`config.mk`:
```
export PLATFORM = sky130hd
export DESIGN_NAME = waveform_freq_meter
export DESIGN_NICKNAME = d
export VERILOG_FILES = /design/src/rtl/waveform_freq_meter.sv
export SDC_FILE = /design/constraint.sdc
export NUM_CORES = 1
export LEC_CHECK = 0
export CORE_MARGIN = 2
export CORE_UTILIZATION = 51
export DETAILED_ROUTE_END_ITERATION = 10
export PLACE_DENSITY = 0.81
export SYNTH_ARGS = -nofsm -noshare
export SYNTH_HDL_FRONTEND = slang
export SYNTH_SLANG_ARGS = --single-unit
```
`constraint.sdc`:
```
create_clock -name clk -period 4.15 [get_ports clk]
set_input_delay 0.415 -clock clk [delete_from_list [all_inputs] [get_ports clk]]
set_output_delay 0.415 -clock clk [all_outputs]
set_load 0.01 [all_outputs]
```
`src/rtl/waveform_freq_meter.sv`:
```
// Quadrature frequency meter: measures the period between rising midscale crossings
// of an 8-bit offset-binary sine and recovers rotation direction from the cosine.
module waveform_freq_meter #(
    parameter int HYST  = 8,
    parameter int CNT_W = 16,
    parameter int TOL   = 1
) (
    input  logic             clk,
    input  logic             reset,
    input  logic             sample_valid,
    input  logic [7:0]       sin_in,
    input  logic [7:0]       cos_in,
    output logic [CNT_W-1:0] period_out,
    output logic             dir_out,
    output logic             meas_valid,
    output logic             locked,
    output logic             timeout
);

    localparam logic [7:0]       LO_TH   = 8'(128 - HYST);
    localparam logic [7:0]       HI_TH   = 8'(128 + HYST);
    localparam logic [CNT_W-1:0] CNT_MAX = '1;
    localparam logic [CNT_W:0]   TOL_W   = (CNT_W + 1)'(TOL);

    typedef enum logic [1:0] {
        SEEK,
        ARMED,
        ABOVE
    } state_t;

    state_t state, state_next;

    logic             valid_q;
    logic [7:0]       sin_q;
    logic             cos_neg_q;

    logic [CNT_W-1:0] cnt;
    logic             first_seen;
    logic [CNT_W-1:0] prev_period;
    logic             prev_dir;
    logic             prev_valid;

    logic                    below;
    logic                    above;
    logic                    crossing;
    logic                    saturate;
    logic [CNT_W:0]          period_raw;
    logic [CNT_W-1:0]        period_sat;
    logic signed [CNT_W:0]   period_diff;
    logic [CNT_W:0]          period_abs;
    logic                    lock_ok;

    // Input stage: everything downstream works on the registered sample.
    always_ff @(posedge clk) begin
        if (!reset) begin
            valid_q   <= 1'b0;
            sin_q     <= 8'd0;
            cos_neg_q <= 1'b0;
        end else begin
            valid_q   <= sample_valid;
            sin_q     <= sin_in;
            cos_neg_q <= (cos_in < 8'd128);
        end
    end

    assign below    = (sin_q < LO_TH);
    assign above    = (sin_q >= HI_TH);
    assign crossing = valid_q && (state == ARMED) && above;
    assign saturate = valid_q && !crossing && (cnt == CNT_MAX);

    // Period is computed one bit wider so a crossing on a saturated count still reads 2^CNT_W.
    assign period_raw  = {1'b0, cnt} + 1'b1;
    assign period_sat  = period_raw[CNT_W] ? CNT_MAX : period_raw[CNT_W-1:0];
    assign period_diff = $signed({1'b0, period_sat}) - $signed({1'b0, prev_period});
    assign period_abs  = period_diff[CNT_W] ? $unsigned(-period_diff) : $unsigned(period_diff);
    assign lock_ok     = prev_valid && (period_abs <= TOL_W) && (cos_neg_q == prev_dir);

    always_ff @(posedge clk) begin
        if (!reset) begin
            state <= SEEK;
        end else begin
            state <= state_next;
        end
    end

    always_comb begin
        state_next = state;
        if (saturate) begin
            state_next = SEEK;
        end else if (valid_q) begin
            case (state)
                SEEK:    if (below) state_next = ARMED;
                ARMED:   if (above) state_next = ABOVE;
                ABOVE:   if (below) state_next = ARMED;
                default: state_next = SEEK;
            endcase
        end
    end

    // The first crossing after reset or timeout only starts the count; later ones measure.
    always_ff @(posedge clk) begin
        if (!reset) begin
            cnt         <= '0;
            first_seen  <= 1'b0;
            prev_period <= '0;
            prev_dir    <= 1'b0;
            prev_valid  <= 1'b0;
            period_out  <= '0;
            dir_out     <= 1'b0;
            meas_valid  <= 1'b0;
            locked      <= 1'b0;
            timeout     <= 1'b0;
        end else begin
            meas_valid <= 1'b0;
            timeout    <= 1'b0;
            if (crossing) begin
                cnt <= '0;
                if (!first_seen) begin
                    first_seen <= 1'b1;
                end else begin
                    period_out  <= period_sat;
                    dir_out     <= cos_neg_q;
                    meas_valid  <= 1'b1;
                    locked      <= lock_ok;
                    prev_period <= period_sat;
                    prev_dir    <= cos_neg_q;
                    prev_valid  <= 1'b1;
                end
            end else if (saturate) begin
                cnt        <= '0;
                timeout    <= 1'b1;
                locked     <= 1'b0;
                first_seen <= 1'b0;
                prev_valid <= 1'b0;
            end else if (valid_q) begin
                cnt <= cnt + 1'b1;
            end
        end
    end

endmodule
```
==> implementation parameters <==
Parameter                              Value

STA
  Max Clock Skew ... roughly 0.0034 ns
  Time the worst path needs with I/O delays and setup ... 4.20 ns
  Slew at the pin closest to its max-slew limit ... 0.655 ns
  Setup repair after global routing missed its margin ... yes
  Total setup violations reported at the end of the flow ... 1
  Max Clk Rate ... ~240 MHz
  Worst max-slew margin expressed relative to the limit ... 0.563
  Final number of max-transition violations ... 0
  Hold violation count in the final report ... 0
  Fin crit share ... 1.01
  Setup ws final ... -0.0511 ns

Floorplan
  Number of placement rows ... 30
  Vert. Die Dim ... 86.5 um
  Floorplan die area ... 7480 sq um
  Top-level I/O count ... 39
  Initial standard-cell utilization of the core ... 0.520
  Die width ... 86.5 um
  Placeable core area ... 6680 sq um

Synth
  Syn Nets ... 473
  Top FF cell, synth ... dfxtp_1
  Number of synthesis warnings ... 0
  Synth area leader ... dfxtp_1
  Number of library cell types mapped by synthesis ... about 80
  Number of enable flip-flop cells after synthesis ... 0
  Synth area leaders ... dfxtp_1, ha_1, xor2_1
  Proportion of synthesized flip-flops having asynchronous set or reset ... 0
  Summed instance area of the synthesized netlist ... 3470 sq um
  Portion of the post-synthesis area used by sequential elements ... 0.271
  Syn_area_per_cell ... 7.98 sq um
  Share of the synthesized area in the top cell type ... 0.271
  FF+latch count, synth ... 47
  Synth Instances ... 435

Global route
  Global routing usage on met2 ... 0.460
  Met3 GRT Util ... 0.0314
  Fraction of met1 tracks used by global routing ... 0.291
  Pin count of the biggest net entering global routing ... 26
  Global route hottest layer ... met2
  Global-route wire length before repair ... 15.2 mm
  Overall overflow remaining after global route ... 0
  Number of antenna violations at the first check in global routing ... 0
  Via count of the first global-routing pass ... 3434
  Total routing resource utilization after global routing ... 0.249

Clocking
  Number of sinks on the clock net ... 47
  H-tree Lvls ... 2
  Clock Path Buffers ... 2
  Hold-fix buffer count after cts ... 0
  Clk slew on worst S/H paths ... 0.09 ns
  Root Buffer ... clkbuf_8
  Inserted Clock Buffers ... 5
  CTS tree ... yes
  Clock insertion delay at the later pin of the skew report ... ~0.3 ns

Drt
  Total detailed-routing wirelength ... 9.32 mm
  Via density ... 5.78
  Detailed-router iteration count before antenna repair ... 4
  DR vias ... 3434
  Starting DRC count in detailed routing ... 175
  DRC violation count after routing ... 0
  Number of routed nets with antenna violations ... 0
  Drt wl/cell ... ~16 um

Outcome
  Result of the run ... finished, violations left
  Violations in the final reports ... negative setup slack

Setup path
  Setup CP Type ... reg -> reg
  Worst endpoint data arrival time ... 4.44 ns
  Worst Setup End Kind ... flop
  Required time of the critical path ... 4.39 ns
  Crit Path Max Fanout ... 3
  Crit start category ... flop

Layout
  Area occupied by multi-input gates ... about 2600 sq um
  Fraction of layout instances using a drive strength above 1 ... 0.261
  Area added between synthesis and finish ... 32.5%
  Ant. Diodes ... 0
  # nets final ... around 550
  FF+latch area ... 943 sq um
  Number of filler instances in the final layout ... about 510
  Final instance count without filler cells ... 594

Pwr
  Overall power ... 928 uW
  Total power per unit cell area ... 202 nW/um^2
  Highest ir drop seen on vdd ... approximately 0.27 mV
  Static leakage power ... 1.95 nW

Placement
  Cell total after placement ... 575
  Pre-CTS WS ... -0.190 ns
  Port Buffers ... 28
  HPWL Detailed ... 6.50 mm
  Final weighted congestion of routability-driven global placement ... 0.823

Flow run
  Maximum capacitance violations ... 0

Worst hold path
  Class of the worst hold path ... reg -> reg
power by group:
group          leakage [nW]  switching (mW)  internal, mW  total [mW]
Sequential            0.382         0.00372         0.457       0.460
Combinational          1.52          0.0963        0.0803       0.177
Clock                0.0474           0.155         0.136       0.291
Total                  1.95           0.255         0.673       0.928
cell families after synthesis:
group	count (synthesis)	share of synthesized area
flops	47	0.271
mux	5	0.0151
simple gates	184	0.262
fa+ha+maj	19	0.0706
xor+xnor	42	0.108
compound gates	96	0.219
buf+inv	42	0.0533
cell type report:
cell class                      count  share of cell area
Clock buffer                        6              0.0179
Clock inverter                      2             0.00354
Inverter                           24              0.0196
Multi-Input combinational cell    346               0.569
Sequential cell                    47               0.205
Tap cell                           80              0.0218
Timing Repair Buffer               89               0.163
per-layer routing:
| layer | vias up | wire length, um |
|---|---|---|
| met5 | - | 0 |
| met4 | 0 | 240 |
| met3 | 23 | 264 |
| met2 | 75 | 4950 |
| met1 | 1665 | 3860 |
| li1 | 1671 | - |
stage by stage:
step,util,hold WS [ns],area (sq um),setup TNS (ns)
3_5_place_dp,0.625,0.464,4180,-0.190
2_1_floorplan,-,0.445,3520,0
5_1_grt,0.689,0.512,4600,-0.208
6_report,0.689,0.474,4600,-0.0511
4_1_cts,0.669,0.478,4470,0
3_3_place_gp,0.625,0.456,4180,-0.0880
synthesized netlist by cell type (6+ instances only):
| master | number |
|---|---|
| nand4_1 | 7 |
| xor2_1 | 23 |
| nor3_1 | 6 |
| clkbuf_1 | 9 |
| o21ai_0 | 11 |
| dfxtp_1 | 47 |
| a21oi_1 | 19 |
| nor2_1 | 52 |
| a211oi_1 | 10 |
| inv_1 | 24 |
| a21o_1 | 7 |
| and3_1 | 14 |
| nand2_1 | 52 |
| ha_1 | 18 |
| nor2b_1 | 7 |
| and2_1 | 9 |
| xnor2_1 | 18 |
| nand3_1 | 15 |
layout by cell type (no fill, tap or decap), drive strengths merged, types with 16 or more instances in the layout:
cell and count:
buf 61, clkdlybuf4s50 28, nand3 16, ha 18
xnor2 18, inv 24, dfxtp 47, xor2 24
nand2 54, nor2 53, a21oi 20
worst max-delay path: stages (launching register included):
cell and delay (ns):
dfxtp_2 0.34, ha_4 0.15, and3_4 0.17, and3_4 0.17
and3_4 0.18, and3_4 0.19, nand3_4 0.07, and2_4 0.16
ha_4 0.13, inv_2 0.03, fa_2 0.36, a211oi_4 0.25
buf_6 0.15, o31ai_4 0.08, buf_6 0.14, buf_4 0.13
a211oi_4 0.28, xor2_1 0.21, and2b_1 0.15, o21ai_0 0.15
a2111oi_4 0.35, nand4_1 0.17, o22ai_2 0.11
worst paths after layout:
kind	from	end	slack (ns)	cells after the start
worst min register to register	cos_neg_q$_SDFF_PN0_	prev_dir$_SDFFE_PN0P_	0.47	2
worst min-delay path	cos_neg_q$_SDFF_PN0_	prev_dir$_SDFFE_PN0P_	0.47	2
worst max-delay path	cnt[1]$_SDFFE_PP0P_	locked$_SDFFE_PN0P_	-0.05	22
worst max register to register	cnt[1]$_SDFFE_PP0P_	locked$_SDFFE_PN0P_	-0.05	22
state kept, by name (all words and copies together) (netlist names):
signal	count
cnt	16
valid_q	1
prev_dir	1
prev_period	16
locked	1
meas_valid	1
prev_valid	1
sin_q	5
state	2
cos_neg_q	1
first_seen	1
timeout	1
timing repair:
item	in CTS	in global routing
cloned	0	0
setup buffers	11	0
setup endpoints to repair	1	1
pin swaps	20	9
gates resized for setup	20	26
Power figures use the tool's default switching activity.
